===== src/rtl/lif_neuron_core.sv =====
// Leaky integrate-and-fire neuron: 8-bit membrane with multiplicative leak, a saturating
// spike counter and a fixed refractory hold, frozen while the parameter loader shifts.
module lif_neuron_core #(
    parameter int REFRACT_CYCLES = 4,
    parameter int COUNT_WIDTH    = 16
) (
    input  logic                   clk,
    input  logic                   rst,
    input  logic                   cfg_busy,
    input  logic [7:0]             tau,
    input  logic [7:0]             weight,
    input  logic [7:0]             threshold,
    input  logic                   spike_in,
    output logic [7:0]             potential,
    output logic                   spike_out,
    output logic                   refractory,
    output logic [COUNT_WIDTH-1:0] spike_count
);

    localparam int REF_W = (REFRACT_CYCLES > 1) ? $clog2(REFRACT_CYCLES) : 1;

    typedef enum logic [1:0] {
        ST_INTEGRATE,
        ST_REFRACT,
        ST_FROZEN,
        ST_LOAD
    } state_t;

    state_t     state, state_n;
    logic [REF_W-1:0] ref_cnt;
    logic [7:0] tau_q, weight_q, threshold_q;
    logic       cfg_busy_q;
    logic [7:0] leak, v_leaked, v_next;
    logic [8:0] v_sum;
    logic       fire;

    function automatic logic [7:0] sat_u8(input logic [8:0] x);
        return x[8] ? 8'hFF : x[7:0];
    endfunction

    function automatic logic [COUNT_WIDTH-1:0] sat_inc(input logic [COUNT_WIDTH-1:0] x);
        return (&x) ? x : x + 1'b1;
    endfunction

    // Leak truncates toward zero, so a potential of 1 never decays away.
    always_comb begin
        leak     = 8'((16'(potential) * 16'(tau_q)) >> 8);
        v_leaked = potential - leak;
        v_sum    = {1'b0, v_leaked} + (spike_in ? {1'b0, weight_q} : 9'd0);
        v_next   = sat_u8(v_sum);
        fire     = (threshold_q != 8'd0) && (v_next >= threshold_q);
    end

    always_ff @(posedge clk) begin
        if (rst) begin
            state      <= ST_INTEGRATE;
            cfg_busy_q <= 1'b0;
        end else begin
            state      <= state_n;
            cfg_busy_q <= cfg_busy;
        end
    end

    always_comb begin
        state_n = state;
        if (cfg_busy) begin
            state_n = ST_FROZEN;
        end else begin
            case (state)
                ST_INTEGRATE: if (fire && REFRACT_CYCLES > 0) state_n = ST_REFRACT;
                ST_REFRACT:   if (ref_cnt == '0) state_n = ST_INTEGRATE;
                ST_FROZEN:    if (cfg_busy_q) state_n = ST_LOAD;
                ST_LOAD:      state_n = ST_INTEGRATE;
                default:      state_n = ST_INTEGRATE;
            endcase
        end
    end

    always_ff @(posedge clk) begin
        if (rst) begin
            potential   <= 8'd0;
            spike_out   <= 1'b0;
            spike_count <= '0;
            ref_cnt     <= '0;
            tau_q       <= 8'd0;
            weight_q    <= 8'd0;
            threshold_q <= 8'd0;
        end else if (cfg_busy) begin
            spike_out <= 1'b0;
            ref_cnt   <= '0;
        end else begin
            case (state)
                ST_INTEGRATE: begin
                    if (fire) begin
                        potential   <= 8'd0;
                        spike_out   <= 1'b1;
                        spike_count <= sat_inc(spike_count);
                        if (REFRACT_CYCLES > 0) ref_cnt <= REF_W'(REFRACT_CYCLES - 1);
                    end else begin
                        potential <= v_next;
                        spike_out <= 1'b0;
                    end
                end
                ST_REFRACT: begin
                    potential <= 8'd0;
                    spike_out <= 1'b0;
                    if (ref_cnt != '0) ref_cnt <= ref_cnt - 1'b1;
                end
                ST_LOAD: begin
                    tau_q       <= tau;
                    weight_q    <= weight;
                    threshold_q <= threshold;
                    potential   <= 8'd0;
                    spike_out   <= 1'b0;
                end
                default: spike_out <= 1'b0;
            endcase
        end
    end

    assign refractory = (state == ST_REFRACT);

endmodule


===== config.mk =====
export PLATFORM = sky130hd
export DESIGN_NAME = lif_neuron_core
export DESIGN_NICKNAME = d
export VERILOG_FILES = /design/src/rtl/lif_neuron_core.sv
export SDC_FILE = /design/constraint.sdc
export NUM_CORES = 1
export LEC_CHECK = 0
export ABC_AREA = 1
export CELL_PAD_IN_SITES_DETAIL_PLACEMENT = 0
export CELL_PAD_IN_SITES_GLOBAL_PLACEMENT = 2
export CORE_MARGIN = 2
export CORE_UTILIZATION = 36
export DETAILED_ROUTE_END_ITERATION = 6
export PLACE_DENSITY_LB_ADDON = 0.1
export SETUP_SLACK_MARGIN = 0.15
export SYNTH_ARGS = -nofsm -noshare
export SYNTH_HDL_FRONTEND = slang
export SYNTH_SLANG_ARGS = --single-unit

===== constraint.sdc =====
create_clock -name clk -period 15.3 [get_ports clk]
set_input_delay 3.06 -clock clk [delete_from_list [all_inputs] [get_ports clk]]
set_output_delay 3.06 -clock clk [all_outputs]
set_load 0.01 [all_outputs]

# ---- Word-level counts from Yosys, hierarchy flattened
# Index checks and enable logic that the tools add are counted.
dict set report word_totals {
  elab_cells 59
  reg_bits 54
  input_bits 28
  out_inout_bits 26
}
dict set report op_classes {
  mul 1
  addsub 4
  n_eq_ne 10
  order_cmp 1
  bitwise_logic 3
  muxes 13
  reduce_logical 17
}
# op count
set op_table {}
lappend op_table {{8-bit 2-to-1 mux} 3}
lappend op_table {{16-bit by 1-bit adder with 16-bit output (second input constant)} 1}
lappend op_table {{8-bit by 8-bit multiplier with 16-bit output} 1}
lappend op_table {{8-bit one-hot mux with 2 select lines} 1}
lappend op_table {{16-bit AND reduction} 1}
lappend op_table {{2-bit 2-to-1 mux} 6}
lappend op_table {{8-bit by 8-bit adder with 9-bit output} 1}
lappend op_table {{3-bit AND reduction} 3}
lappend op_table {{8-bit >= comparator} 1}
lappend op_table {{2-bit one-hot mux with 4 select lines} 1}
lappend op_table {{8-bit nonzero test} 1}
lappend op_table {{8-bit subtractor} 1}
lappend op_table {{3-bit != test (second input constant)} 2}
lappend op_table {{2-bit nonzero test} 3}
lappend op_table {{2-bit equality test (second input constant)} 2}
lappend op_table {{2-bit logical NOT} 2}
lappend op_table {{2-bit by 1-bit != test with 1-bit output (second input constant)} 2}
lappend op_table {{2-bit != test (second input constant)} 2}
lappend op_table {{2-bit one-hot mux with 2 select lines} 1}
lappend op_table {{2-bit AND reduction} 2}
lappend op_table {{4-bit AND reduction} 1}
lappend op_table {{2-bit OR reduction} 2}
lappend op_table {{3-bit by 2-bit != test with 1-bit output (second input constant)} 1}
lappend op_table {{1-bit inverter} 3}
lappend op_table {{5 further kinds} 5}

# ---- Depth between registers and ports, before layout
# Gate-level depths: netlist of run 1.
dict set report logic_depth {
  depth_word 9
  depth_mapped 46
  depth_no_buf 45
}

# ---- Worst setup path before layout of run 1
# OpenSTA, ideal clock, no wires.
dict set report synth_timing {
  path_type {register to register}
  startpoint {register potential[1]}
  endpoint {register spike_count[13]}
  arrival_time_ns 7.002
  path_stages_with_launch 40
  path_buffers 2
  required_time_ns 15.170
  setup_slack_ns 8.168
  setup_ns 0.130
  synth_period_minus_slack_ns 7.132
  path_cell_list {dfxtp_1 -> clkbuf_1 -> nand2_1 -> inv_1 -> fa_1 -> fa_1 -> fa_1 -> inv_1 -> fa_1 -> inv_1 -> ha_1 -> a21oi_1 -> o21ai_0 -> a21oi_1 -> xor2_1 -> ha_1 -> nand3_1 -> nand2_1 -> [4 not listed] -> inv_1 -> ha_1 -> a21oi_1 -> o21ai_1 -> a21oi_1 -> inv_2 -> or2_1 -> ha_1 -> nand2_1 -> nor2_1 -> nor2_1 -> nand2_1 -> nand2_1 -> nand2_1 -> nand4_4 -> buf_8 -> nand2_1 -> a21oi_2}
}
dict set report synth_between {
  elab_chain_cells 7
}
# element line_no
set synth_rtl {}
lappend synth_rtl {{start, declared} 14} ;# output logic [7:0] potential,
lappend synth_rtl {{start signal, assigned} 100} ;# potential <= v_next;
lappend synth_rtl {{8-bit by 8-bit multiplier with 16-bit output} 47} ;# leak = 8'((16'(potential) * 16'(tau_q)) >> 8);
lappend synth_rtl {{8-bit subtractor *} 48} ;# v_leaked = potential - leak;
lappend synth_rtl {{8-bit by 8-bit adder with 9-bit output *} 49} ;# v_sum = {1'b0, v_leaked} + (spike_in ? {1'b0, weight_q} : 9'd0);
lappend synth_rtl {{8-bit 2-to-1 mux *} 38} ;# return x[8] ? 8'hFF : x[7:0];
lappend synth_rtl {{8-bit >= comparator *} 51} ;# fire = (threshold_q != 8'd0) && (v_next >= threshold_q);
lappend synth_rtl {{1-bit logical AND *} 51}
lappend synth_rtl {{4-bit AND reduction (no source line) *} --}
lappend synth_rtl {{end signal, assigned} 97} ;# spike_count <= sat_inc(spike_count);
lappend synth_rtl {{end, declared} 17} ;# output logic [COUNT_WIDTH-1:0] spike_count
# Mark *: on every way between the ends. The rest lies on a longest branch, timed or not.
# A chain may end at the register's enable or synchronous reset.

# ---- Worst setup path in the final report of run 1
dict set report layout_timing {
  startpoint {register potential[2]}
  endpoint {register potential[1]}
}
dict set report layout_between {
  elab_chain_cells 8
}
# element line_no
set layout_rtl {}
lappend layout_rtl {{8-bit by 8-bit multiplier with 16-bit output} 47}
lappend layout_rtl {{8-bit subtractor *} 48}
lappend layout_rtl {{8-bit by 8-bit adder with 9-bit output *} 49}
lappend layout_rtl {{8-bit 2-to-1 mux *} 38}
lappend layout_rtl {{8-bit >= comparator} 51}
lappend layout_rtl {{1-bit logical AND} 51}
lappend layout_rtl {{8-bit 2-to-1 mux *} 94} ;# if (fire) begin
lappend layout_rtl {{8-bit one-hot mux with 2 select lines *} 92} ;# case (state)
# Marked as above.

==> results, run 1 <==
- The total number of cells along the worst setup path is 35.
- The largest single stage delay on the critical path is 0.71 ns.
- The worst setup path is of the flip-flop to flip-flop kind.
- After technology mapping, the gate count stands at 787.
- Of all flip-flops after synthesis, the portion carrying an async set or reset was 0.
- The count of unique library cells instantiated by Yosys is 37.
- The utilization after layout is 0.419.
- The ratio of cells with drive above 1 in the final layout is 0.0452.
- The TritonCTS clock tree is built.
- The number of buffers on the longest clock path is 2.
- The slew of the pin with the lowest slew margin is 0.946 ns.
- Each instance of the synthesized netlist takes up on average 6.96 um^2.
- After detailed routing, the number of remaining DRC violations is 0.
- Gates resized during post-CTS repair numbered 0.
- The fraction of the mapped netlist area in adder cells is 0.268.
- The number of clock sinks is 54.
- The net count of the finished layout is 941.
- The depth of the worst hold-timing path is 2.
- For this block, the initial DRC count from the detailed router was 193.
- The most repeated library cell on the critical path is sky130_fd_sc_hd__nand2_1.
- The global-route wire length before repair is 23800 um.
- The synthesized design spends more area on one cell type than any other, namely sky130_fd_sc_hd__dfxtp_1.
- The maximum VDD drop is 0.0419 mV.
- The reg-to-reg setup timing slack is 7.09 ns.
- The beginning of the worst hold path is threshold_q[7]$_SDFFE_PP0P_.
- For this design, the CTS-stage hold fixing added 0 buffers.
- Across the run, the number of max-cap violations was 0.
- The number of buffers inserted by post-CTS setup repair is 0.
- The worst reg2reg path depth is 35.
- After synthesis, the share of cell area in mux cells is 0.
- The synthesized design contains 0 enable-type register cells.
- The floorplan step defined a die boundary enclosing 0.0162 mm^2.
- Counting flops and latches in the post-synthesis netlist gives 54.
- Of the total synthesized cell area, the portion taken by AND, OR, NAND and NOR gates is 0.261.
- Across the routed clock network, the largest skew measured is 0.00871 ns.
- The share of synthesized area in the top cell type comes to 0.197.
- The synthesized net count is 910.
- The startpoint of the worst-slack reg-to-reg timing path is potential[2]$_SDFFE_PP0P_.
- The post-route total power is 0.326 mW.
- The global placement routability congestion is 0.832.
- The via count of the first global-routing pass came to 4737.
- Dividing the detail-routed wire length by the instance count gives 14.0 um.
- Detailed placement finished with a half-perimeter wire length of 11300 um.
- In this run the cell area of the synthesized design comes to 0.00548 mm^2.
- The initial core utilization is 0.364.
- Clock latency on the worst-skew pair, taken at its later pin, is 0.30 ns.
- The worst setup path is launched from a flip-flop.
- The number of buffer cells added on primary ports is 53.
- The tree is rooted in a sky130_fd_sc_hd__clkbuf_16.
- By area the synthesized netlist is led by sky130_fd_sc_hd__dfxtp_1, sky130_fd_sc_hd__fa_1, sky130_fd_sc_hd__ha_1.
- The count of placed standard cells in the final layout, fillers left out is 1007.
- The number of endpoints failing setup at the final stage is 0.
- Summing over every cut layer, the via total after detailed routing is 4808.
- The power density normalized to cell area is 51.7 mW/mm^2.
- The total number of H-tree levels is 2.
- Pin placement for this block handled 54 I/O pins.
- Once detail routing completed, the nets flagged for antenna violations numbered 0.
- The xor/xnor share of the synthesized area is 0.0432.
- Clock tree synthesis inserted a total of 5 buffers.
- STA puts the critical path data arrival time at 8.45 ns.
- Wires add up to 14100 um.
- The via density per instance is 4.77.
- The most common cell after layout, fill and taps aside is sky130_fd_sc_hd__nand2_1.
- The fill cell instance count of the final layout is 1601.
- The number of max-slew violations in the final report came to 0.
- For this run, the total global-route usage over all layers was measured as 0.180.
- The minimum clock period after layout is 8.21 ns.
- The total inserted antenna cells is 0.
- Counting both buffers and inverters, the worst setup path holds a total of 4.
- The worst hold path terminates at threshold_q[7]$_SDFFE_PP0P_.
- Data on the critical path is required at its endpoint by 15.55 ns.
- Setup repair after global routing left no endpoint under its margin.
- The sequential share of the synthesized area is 0.197.
- The flip-flop cell with the highest count after synthesis is sky130_fd_sc_hd__dfxtp_1.
- Entering global routing, the biggest net connects 33 pins.
- In the layout the commonest cells are sky130_fd_sc_hd__nand2_1, sky130_fd_sc_hd__inv_1, sky130_fd_sc_hd__nor2_1.
- The synthesized-area fraction occupied by ao, oa, aoi and oai cells is 0.106.
- The total congestion overflow is 0.
- The worst hold path belongs to the class flip-flop to flip-flop.
- The dominant delay contributor by cell family on the critical path is adder cells.
- The tightest hold margin is 0.469 ns.
- The capture point of the worst reg-to-reg path is potential[1]$_SDFFE_PP0P_.
- The area inside the core boundary is 0.0150 mm^2.
- The die span in y is 127 um.
- The slowest library cell on the worst path is sky130_fd_sc_hd__dfxtp_1.
- The cell count after placement is 999.
- The number of antenna violations at the first check in global routing is 0.
- Yosys printed 0 warnings.
- The die is 127 um wide.
- The run finished with clean final reports.
- After synthesis, the largest family of logic cells by area is adder cells.
- The accumulated negative setup slack is 0 ns.
- Compared with the post-synthesis result, the final layout area differs by 14.9%.
- The highest fanout seen on the critical path is 11.
- The number of placement rows is 45.
- Timing would allow up to 122 MHz.
- The static leakage power is 3.41 nW.
- The headroom to the max-slew limit is 0.367.
- The total count of hold-check failures in the final report is 0.
- The clock slew at the register clock pins of the worst setup and hold paths is 0.08 ns.
- The share of the clock period used by the worst path after layout is 0.536.
- The worst setup path is captured at a flip-flop.
- The first TritonRoute pass finished after 4 iterations.
## Yosys cell counts (all sizes together) (2+ instances only)
cell / n
a21oi: 53
clkbuf: 24
and2: 2
nand3: 18
nor3: 5
o21ai: 37
nand3b: 2
buf: 6
nor2: 84
fa: 37
dfxtp: 54
or2: 5
inv: 146
a21boi: 2
o21bai: 2
nand4: 21
xnor2: 10
ha: 58
xor2: 17
nand2: 195
a21o: 4
## power by group
group          internal, mW  switching (mW)
combinational        0.0173          0.0270
sequential            0.143         0.00380
clock                0.0783          0.0564
total                 0.238          0.0872
## metrics by stage
step | instance area (um^2) | worst slack, ns
floorplan | 5480 | 8.17
global placement | 6120 | 7.17
detailed placement | 6120 | 7.10
CTS | 6290 | 7.04
global route | 6290 | 6.43
finish | 6290 | 7.09
## registers in the layout, indices dropped and copies added (netlist names)
register / cells
tau_q: 8
spike_out: 1
threshold_q: 8
ref_cnt: 2
potential: 8
cfg_busy_q: 1
spike_count: 16
state: 2
weight_q: 8
## cell families (layout without fill, tap and decap cells)
| family | count (synthesis) | after routing |
|---|---|---|
| xor+xnor | 27 | 27 |
| compound gates | 101 | 101 |
| fa+ha+maj | 95 | 95 |
| simple gates | 333 | 333 |
| buf+inv | 177 | 209 |
| flops | 54 | 54 |
## how the worst max path moves through the flow
| stage | from | endpoint | slack, ns |
|---|---|---|---|
| final | potential[2]$_SDFFE_PP0P_ | potential[1]$_SDFFE_PP0P_ | 7.09 |
| after floorplan | potential[1]$_SDFFE_PP0P_ | spike_count[13]$_SDFFE_PP0P_ | 8.17 |
| after global routing | potential[5]$_SDFFE_PP0P_ | spike_count[1]$_SDFFE_PP0P_ | 6.43 |
| after detailed placement | potential[2]$_SDFFE_PP0P_ | potential[0]$_SDFFE_PP0P_ | 7.10 |
| after global placement | potential[2]$_SDFFE_PP0P_ | potential[3]$_SDFFE_PP0P_ | 7.17 |
| after CTS | potential[2]$_SDFFE_PP0P_ | potential[0]$_SDFFE_PP0P_ | 7.04 |
## layout make-up
type,instances,area (um^2),area share
flip-flops and latches,54,1080,0.172
well taps,188,235,0.0374
inverters,147,552,0.0877
multi-input cells,556,3710,0.590
clock inverters,3,47.5,0.00755
repair buffers,54,538,0.0855
clock buffers,5,125,0.0199
## tightest hold or removal path, stage by stage, from the launching register on
cell	delay, ns
sky130_fd_sc_hd__dfxtp_1	0.31
sky130_fd_sc_hd__inv_2	0.06
sky130_fd_sc_hd__a21oi_1	0.05
## per-layer routing
metal  up-vias  wire length, um  global-route usage
met5         -                0                   0
met4         0              187              0.0407
met3         9              372              0.0168
met2        62             6390               0.292
met1      2245             7120               0.259
li1       2492                -                   -
(Power assumes the default switching activity.)
==> inputs of run 2 (changes only) <==
--- a/config.mk
+++ b/config.mk
@@ -9,7 +9,7 @@
 export CELL_PAD_IN_SITES_DETAIL_PLACEMENT = 0
 export CELL_PAD_IN_SITES_GLOBAL_PLACEMENT = 2
 export CORE_MARGIN = 2
-export CORE_UTILIZATION = 36
+export CORE_UTILIZATION = 33
 export DETAILED_ROUTE_END_ITERATION = 6
 export PLACE_DENSITY_LB_ADDON = 0.1
 export SETUP_SLACK_MARGIN = 0.15
==> constraint.sdc (replaced) <==
create_clock -name clk -period 8.6 [get_ports clk]
set_input_delay 1.72 -clock clk [delete_from_list [all_inputs] [get_ports clk]]
set_output_delay 1.72 -clock clk [all_outputs]
set_load 0.01 [all_outputs]
==> results, run 2 (synthesis results as in run 1) <==
- The run finished with clean final reports.
- The TritonCTS clock tree is built.
- The total count of hold-check failures in the final report is 0 (unchanged).
- The fill cell instance count of the final layout was 1699 (+6.1%).
- The placed standard-cell area is 0.00620 mm^2 (+1.3%).
- The remaining number of nets flagged by the antenna check after routing came to 0 (unchanged).
- The final instance area is 0.00641 mm^2 (+1.9%).
- STA classifies the critical path endpoint as a flip-flop.
- The largest register by flop count is spike_count.
- The number of vias in the routed layout is 4890 (+1.7%).
- The number of nets in the layout was 947 (+0.64%).
- The static leakage power was 3.44 nW (+1.0%).
- The number of hold-repair buffers added at the cts stage is 0 (unchanged).
- The maximum single-stage delay on the critical path is 0.55 ns (-0.16 ns).
- The die span in y is 133 um (+4.3%).
- The number of top-level pins was 54 (unchanged).
- The ratio of cells with drive above 1 in the final layout is 0.0667 (+0.0215).
- The number of remaining DRC errors is 0 (unchanged).
- Setup repair after global routing left no endpoint under its margin.
- The total number of H-tree levels is 2 (unchanged).
- The cell at the root of the clock tree is sky130_fd_sc_hd__clkbuf_16.
- The global placement routability congestion is 0.816 (-1.9%).
- The number of clock sinks came to 54 (unchanged).
- The number of buffer cells added on primary ports came to 53 (unchanged).
- The worst endpoint required time is 8.84 ns (-6.71 ns).
- The slew of the pin with the lowest slew margin is 0.977 ns (+0.0314 ns).
- The share of the clock period used by the worst path after layout came to 0.889 (+0.353).
- The number of max-slew violations in the final report is 0 (unchanged).
- The most heavily used metal layer in global routing is met2.
- The iteration-0 DRC count of the detailed router came to 200 (+3.6%).
- The minimum clock period after layout is 7.65 ns (-0.557 ns).
- The sequential cell area in the final layout is 0.00110 mm^2 (+1.7%).
- The total inserted antenna cells came to 0 (unchanged).
- The flip-flop count of the largest register after layout is 16 (unchanged).
- The worst clock skew on the final layout was 0.00710 ns (-0.00160 ns).
- The type of the worst min-delay path is flip-flop to flip-flop.
- The headroom to the max-slew limit was 0.346 (-0.0210).
- The fraction of met3 tracks used by global routing is 0.0172 (+0.000491).
- The accumulated negative setup slack is 0 ns (unchanged).
- The clock slew at the register clock pins of the worst setup and hold paths is 0.07 ns (about the same).
- The number of antenna violations at the first check in global routing is 0 (unchanged).
- The number of buffers on the longest clock path is 2 (unchanged).
- The highest achievable clock rate is 131 MHz (+7.3%).
- On the critical path, the stage with the largest delay is an instance of sky130_fd_sc_hd__fa_1.
- The data arrival time of the critical path is 7.89 ns (-0.56 ns).
- The maximum number of pins on one net before global-route repair is 32 (-3.0%).
- The most repeated library cell on the critical path is sky130_fd_sc_hd__nand2_1.
- The total congestion overflow is 0 (unchanged).
- The placed wire-length estimate was 11600 um (+2.8%).
- The number of maximum-capacitance constraint violations is 0 (unchanged).
- The total global-route track usage is 0.170 (-0.00956).
- The area of the multi-input gates is 0.00372 mm^2 (+0.20%).
- The number of endpoints failing setup at the final stage is 0 (unchanged).
- The area inside the core boundary is 0.0164 mm^2 (+9.1%).
- The met1 demand-to-capacity share in global routing came to 0.233 (-0.0263).
- The area growth from synthesis to layout is 17.0%.
- The sort of element at the start of the critical path is a flip-flop.
- The clock insertion delay at the later pin of the skew report is 0.30 ns (about the same).
- The average wire per cell in the routed design is 13.9 um (-0.60%).
- The number of iterations in the first detailed-routing pass came to 4 (unchanged).
- The global-route wire length before repair came to 24100 um (+1.4%).
- The library cells used most frequently in the layout, excluding fill and tap cells, are sky130_fd_sc_hd__nand2_1, sky130_fd_sc_hd__inv_1, sky130_fd_sc_hd__nor2_1.
- The routed wire length is 14500 um (+3.2%).
- The highest fanout seen on the critical path is 9 (-2).
- The die width was 133 um (+4.3%).
- The maximum VDD drop came to 0.0715 mV (+71%).
- The die outline area is 0.0176 mm^2 (+8.8%).
- The via count of the first global-routing pass is 4847 (+2.3%).
- The via density per instance is 4.68 (-2.0%).
- The number of placement rows is 47 (+4.4%).
- The number of CTS-inserted buffers is 5 (unchanged).
- The power density normalized to cell area is 90.1 mW/mm^2 (+74%).
- The met2 demand-to-capacity share in global routing is 0.286 (-0.00608).
- The critical path class is flip-flop to flip-flop.
- The library cell used most frequently in the layout, excluding fill and tap cells, is sky130_fd_sc_hd__nand2_1.
- The initial core utilization is 0.334 (-0.0305).
[run 2: cell types whose count changed in the layout (fill, tap and decap cells not counted), moves of 2 or more]
cell,before,now
sky130_fd_sc_hd__dfxtp_2,0,9
sky130_fd_sc_hd__a21oi_1,42,40
sky130_fd_sc_hd__dfxtp_1,54,43
sky130_fd_sc_hd__dfxtp_4,0,2
sky130_fd_sc_hd__buf_4,1,6
sky130_fd_sc_hd__a21oi_2,10,12
[run 2: cell type report]
class,instances,area share
clock inverters,2,0.00585
well taps,220,0.0429
multi-input cells,556,0.581
flip-flops and latches,54,0.172
clock buffers,6,0.0201
repair buffers,60,0.0929
inverters,147,0.0861
[run 2: through the flow]
step           power (mW)   util  cells  setup slack, ns  hold WS [ns]
5_1_grt             0.606  0.391   1045            0.185         0.504
6_report            0.578  0.391   1045            0.952         0.470
2_1_floorplan       0.316      -    787             1.47         0.437
3_3_place_gp        0.347  0.378   1036            0.421         0.461
4_1_cts             0.585  0.388   1044            0.336         0.472
3_5_place_dp        0.348  0.378   1036            0.399         0.461
[run 2: power breakdown]
part	internal, mW	switching [mW]
logic	0.0337	0.0500
registers	0.254	0.00588
clock network	0.138	0.0968
[run 2: path summary, 6_finish.rpt]
kind | cells past startpoint | slack (ns) | start | to
worst min-delay path | 2 | 0.47 | threshold_q[7]$_SDFFE_PP0P_ | threshold_q[7]$_SDFFE_PP0P_
worst max-delay path | 39 | 0.95 | tau_q[7]$_SDFFE_PP0P_ | potential[5]$_SDFFE_PP0P_
worst max register to register | 39 | 0.95 | tau_q[7]$_SDFFE_PP0P_ | potential[5]$_SDFFE_PP0P_
worst min register to register | 2 | 0.47 | threshold_q[7]$_SDFFE_PP0P_ | threshold_q[7]$_SDFFE_PP0P_
[run 2: critical path: cells and delay by family (launching register included)]
family / cells / cell delay (ns)
AO/OA/AOI/OAI: 7 / 1.19
XOR/XNOR: 2 / 0.46
adder cells (fa/ha/maj): 8 / 3.25
buffers and inverters: 5 / 0.31
flip-flops: 1 / 0.44
AND/OR/NAND/NOR: 17 / 1.92
[run 2: timing repair]
action	in CTS	in global routing
setup endpoints to repair	0	28
setup buffers	0	1
gates resized for setup	0	15
[run 2: layer usage]
| metal | part of all wire | wire length [um] |
|---|---|---|
| met1 | 0.49 | 7160 |
| met2 | 0.47 | 6770 |
| met3 | 0.024 | 350 |
| met4 | 0.017 | 240 |
| met5 | 0 | 0 |
==> inputs of run 3 (changes only) <==
--- a/config.mk
+++ b/config.mk
@@ -12,6 +12,7 @@
 export CORE_UTILIZATION = 33
 export DETAILED_ROUTE_END_ITERATION = 6
 export PLACE_DENSITY_LB_ADDON = 0.1
+export RECOVER_POWER = 50
 export SETUP_SLACK_MARGIN = 0.15
 export SYNTH_ARGS = -nofsm -noshare
 export SYNTH_HDL_FRONTEND = slang
==> results, run 3 (synthesis results as in run 1) <==
- Among the stages of the critical path, the cell type that occurs most often is sky130_fd_sc_hd__nand2_1.
- The worst endpoint required time is 8.84 ns (about the same).
- The maximum VDD drop was 0.0716 mV (+0.16%).
- The minimum clock period after layout is 7.66 ns (+0.0121 ns).
- The global-route wire length before repair is 24100 um (unchanged).
- Setup repair after global routing left no endpoint under its margin.
- The via count of the first global-routing pass is 4847 (unchanged).
- The headroom to the max-slew limit came to 0.337 (-0.00978).
- The total count of hold-check failures in the final report was 0 (unchanged).
- The number of top-level pins is 54 (unchanged).
- The area inside the core boundary came to 0.0164 mm^2 (unchanged).
- The highest achievable clock rate is 131 MHz (-0.16%).
- The type of the worst min-delay path is flip-flop to flip-flop.
- The die outline area is 0.0176 mm^2 (unchanged).
- The highest fanout seen on the critical path is 8 (-1).
- The accumulated negative setup slack is 0 ns (unchanged).
- The ratio of cells with drive above 1 in the final layout is 0.0630 (-0.00364).
- The die span in y is 133 um (unchanged).
- The remaining number of nets flagged by the antenna check after routing is 0 (unchanged).
- The number of buffers on the longest clock path is 2 (unchanged).
- The total global-route track usage is 0.170 (unchanged).
- The number of placement rows is 47 (unchanged).
- The final setup slack of the worst path is 0.940 ns (-0.0121 ns).
- The share of the clock period used by the worst path after layout was 0.891 (+0.00141).
- The total inserted antenna cells is 0 (unchanged).
- The data arrival time of the critical path is 7.90 ns (about the same).
- The power density normalized to cell area is 90.3 mW/mm^2 (+0.19%).
- The iteration-0 DRC count of the detailed router is 175 (-13%).
- The maximum number of pins on one net before global-route repair came to 32 (unchanged).
- The most common cell after layout, fill and taps aside is sky130_fd_sc_hd__nand2_1.
- The routed wire length is 14500 um (about the same).
- Compared with the post-synthesis result, the final layout area differs by 16.9%.
- The worst setup timing slack at the placement stage is 0.399 ns (unchanged).
- The clock insertion delay at the later pin of the skew report was 0.30 ns (about the same).
- The number of clock sinks is 54 (unchanged).
- The number of antenna violations at the first check in global routing is 0 (unchanged).
- The total number of H-tree levels is 2 (unchanged).
- The total congestion overflow is 0 (unchanged).
- The global placement routability congestion was 0.816 (unchanged).
- For this design, the slowest cell found on the critical path is sky130_fd_sc_hd__fa_1.
- The number of vias in the routed layout is 4930 (+0.82%).
- The area of the multi-input gates is 0.00372 mm^2 (unchanged).
- The number of remaining DRC errors is 0 (unchanged).
- The number of iterations in the first detailed-routing pass is 7 (+3).
- The slew of the pin with the lowest slew margin is 0.992 ns (+0.0145 ns).
- The static leakage power is 3.50 nW (+1.7%).
- The flow ran to the end, and the final reports show no timing, DRC or antenna violations.
- The cell at the root of the clock tree is sky130_fd_sc_hd__clkbuf_16.
- The number of maximum-capacitance constraint violations was 0 (unchanged).
- The critical path class is flip-flop to flip-flop.
- The average wire per cell in the routed design was 13.9 um (about the same).
- STA classifies the critical path startpoint as a flip-flop.
- The flip-flop count of the largest register after layout is 16 (unchanged).
- The worst clock skew on the final layout is 0.00736 ns (+0.000255 ns).
- The sort of element at the end of the critical path is a flip-flop.
- The post-route total power was 0.578 mW (about the same).
- The clock slew at the register clock pins of the worst setup and hold paths is 0.07 ns (about the same).
- Ranked by flip-flop count, first place goes to spike_count.
- TritonCTS built the clock tree.
- The number of nets in the layout came to 947 (unchanged).
- The via density per instance is 4.72 (+0.82%).
- The maximum single-stage delay on the critical path was 0.55 ns (about the same).
- The die width is 133 um (unchanged).
- The top cell types in the final layout, fill and taps aside, are sky130_fd_sc_hd__nand2_1, sky130_fd_sc_hd__inv_1, sky130_fd_sc_hd__nor2_1.
- The number of max-slew violations in the final report is 0 (unchanged).
- The initial core utilization is 0.334 (unchanged).
- The fill cell instance count of the final layout is 1701 (+0.12%).
- The placed wire-length estimate is 11600 um (unchanged).
- The number of CTS-inserted buffers came to 5 (unchanged).
- The number of endpoints failing setup at the final stage is 0 (unchanged).
- The sequential cell area in the final layout is 0.00110 mm^2 (-0.11%).
- The number of buffer cells added on primary ports is 53 (unchanged).
## run 3: layout make-up
type                            instances  share of cell area
Clock buffer                            6              0.0201
Inverter                              147              0.0862
Timing Repair Buffer                   60              0.0919
Tap cell                              220              0.0430
Multi-Input combinational cell        556               0.581
Sequential cell                        54               0.172
Clock inverter                          2             0.00586
## run 3: report_power, final
part           switching [mW]  internal, mW  leakage, nW  total (mW)
sequential            0.00585         0.254        0.442       0.259
combinational          0.0502        0.0331         2.98      0.0833
clock                  0.0975         0.138       0.0771       0.235
## run 3: worst paths after layout
check                              start                           to  slack, ns  depth (start not counted)
max            potential[4]$_SDFFE_PP0P_    potential[5]$_SDFFE_PP0P_       0.94                         35
min          threshold_q[7]$_SDFFE_PP0P_  threshold_q[7]$_SDFFE_PP0P_       0.47                          2
max reg2reg    potential[4]$_SDFFE_PP0P_    potential[5]$_SDFFE_PP0P_       0.94                         35
min reg2reg  threshold_q[7]$_SDFFE_PP0P_  threshold_q[7]$_SDFFE_PP0P_       0.47                          2
## run 3: timing repair
item / in CTS / in global routing
setup endpoints to repair: 0 / 28
hold buffers: 0 / 0
setup buffers: 0 / 1
gates resized for setup: 0 / 15
## run 3: critical path, delay by kind of cell, from the launching register on
kind / cells / cell delay (ns)
adders and majority gates: 8 / 3.29
and+or+nand+nor: 13 / 1.68
AOI/OAI and AO/OA: 8 / 1.39
DFF: 1 / 0.54
xor gates and xnor gates: 2 / 0.46
buffers and inverters: 4 / 0.24
## run 3: layer usage
layer  share of wire  vias up  global-route usage
met3           0.022       15              0.0172
met2            0.47       77               0.286
met4           0.015        0              0.0460
met5               0        -                   0
met1            0.50     2323               0.233
li1                -     2515                   -
## run 3: metrics by stage
step,hold slack (ns),utilization,cell area [um^2],instances
final,0.469,0.390,6400,1045
after global routing,0.504,0.390,6400,1045
after CTS,0.472,0.388,6360,1044
after detailed placement,0.461,0.378,6200,1036
after global placement,0.461,0.378,6200,1036
after floorplan,0.437,-,5480,787
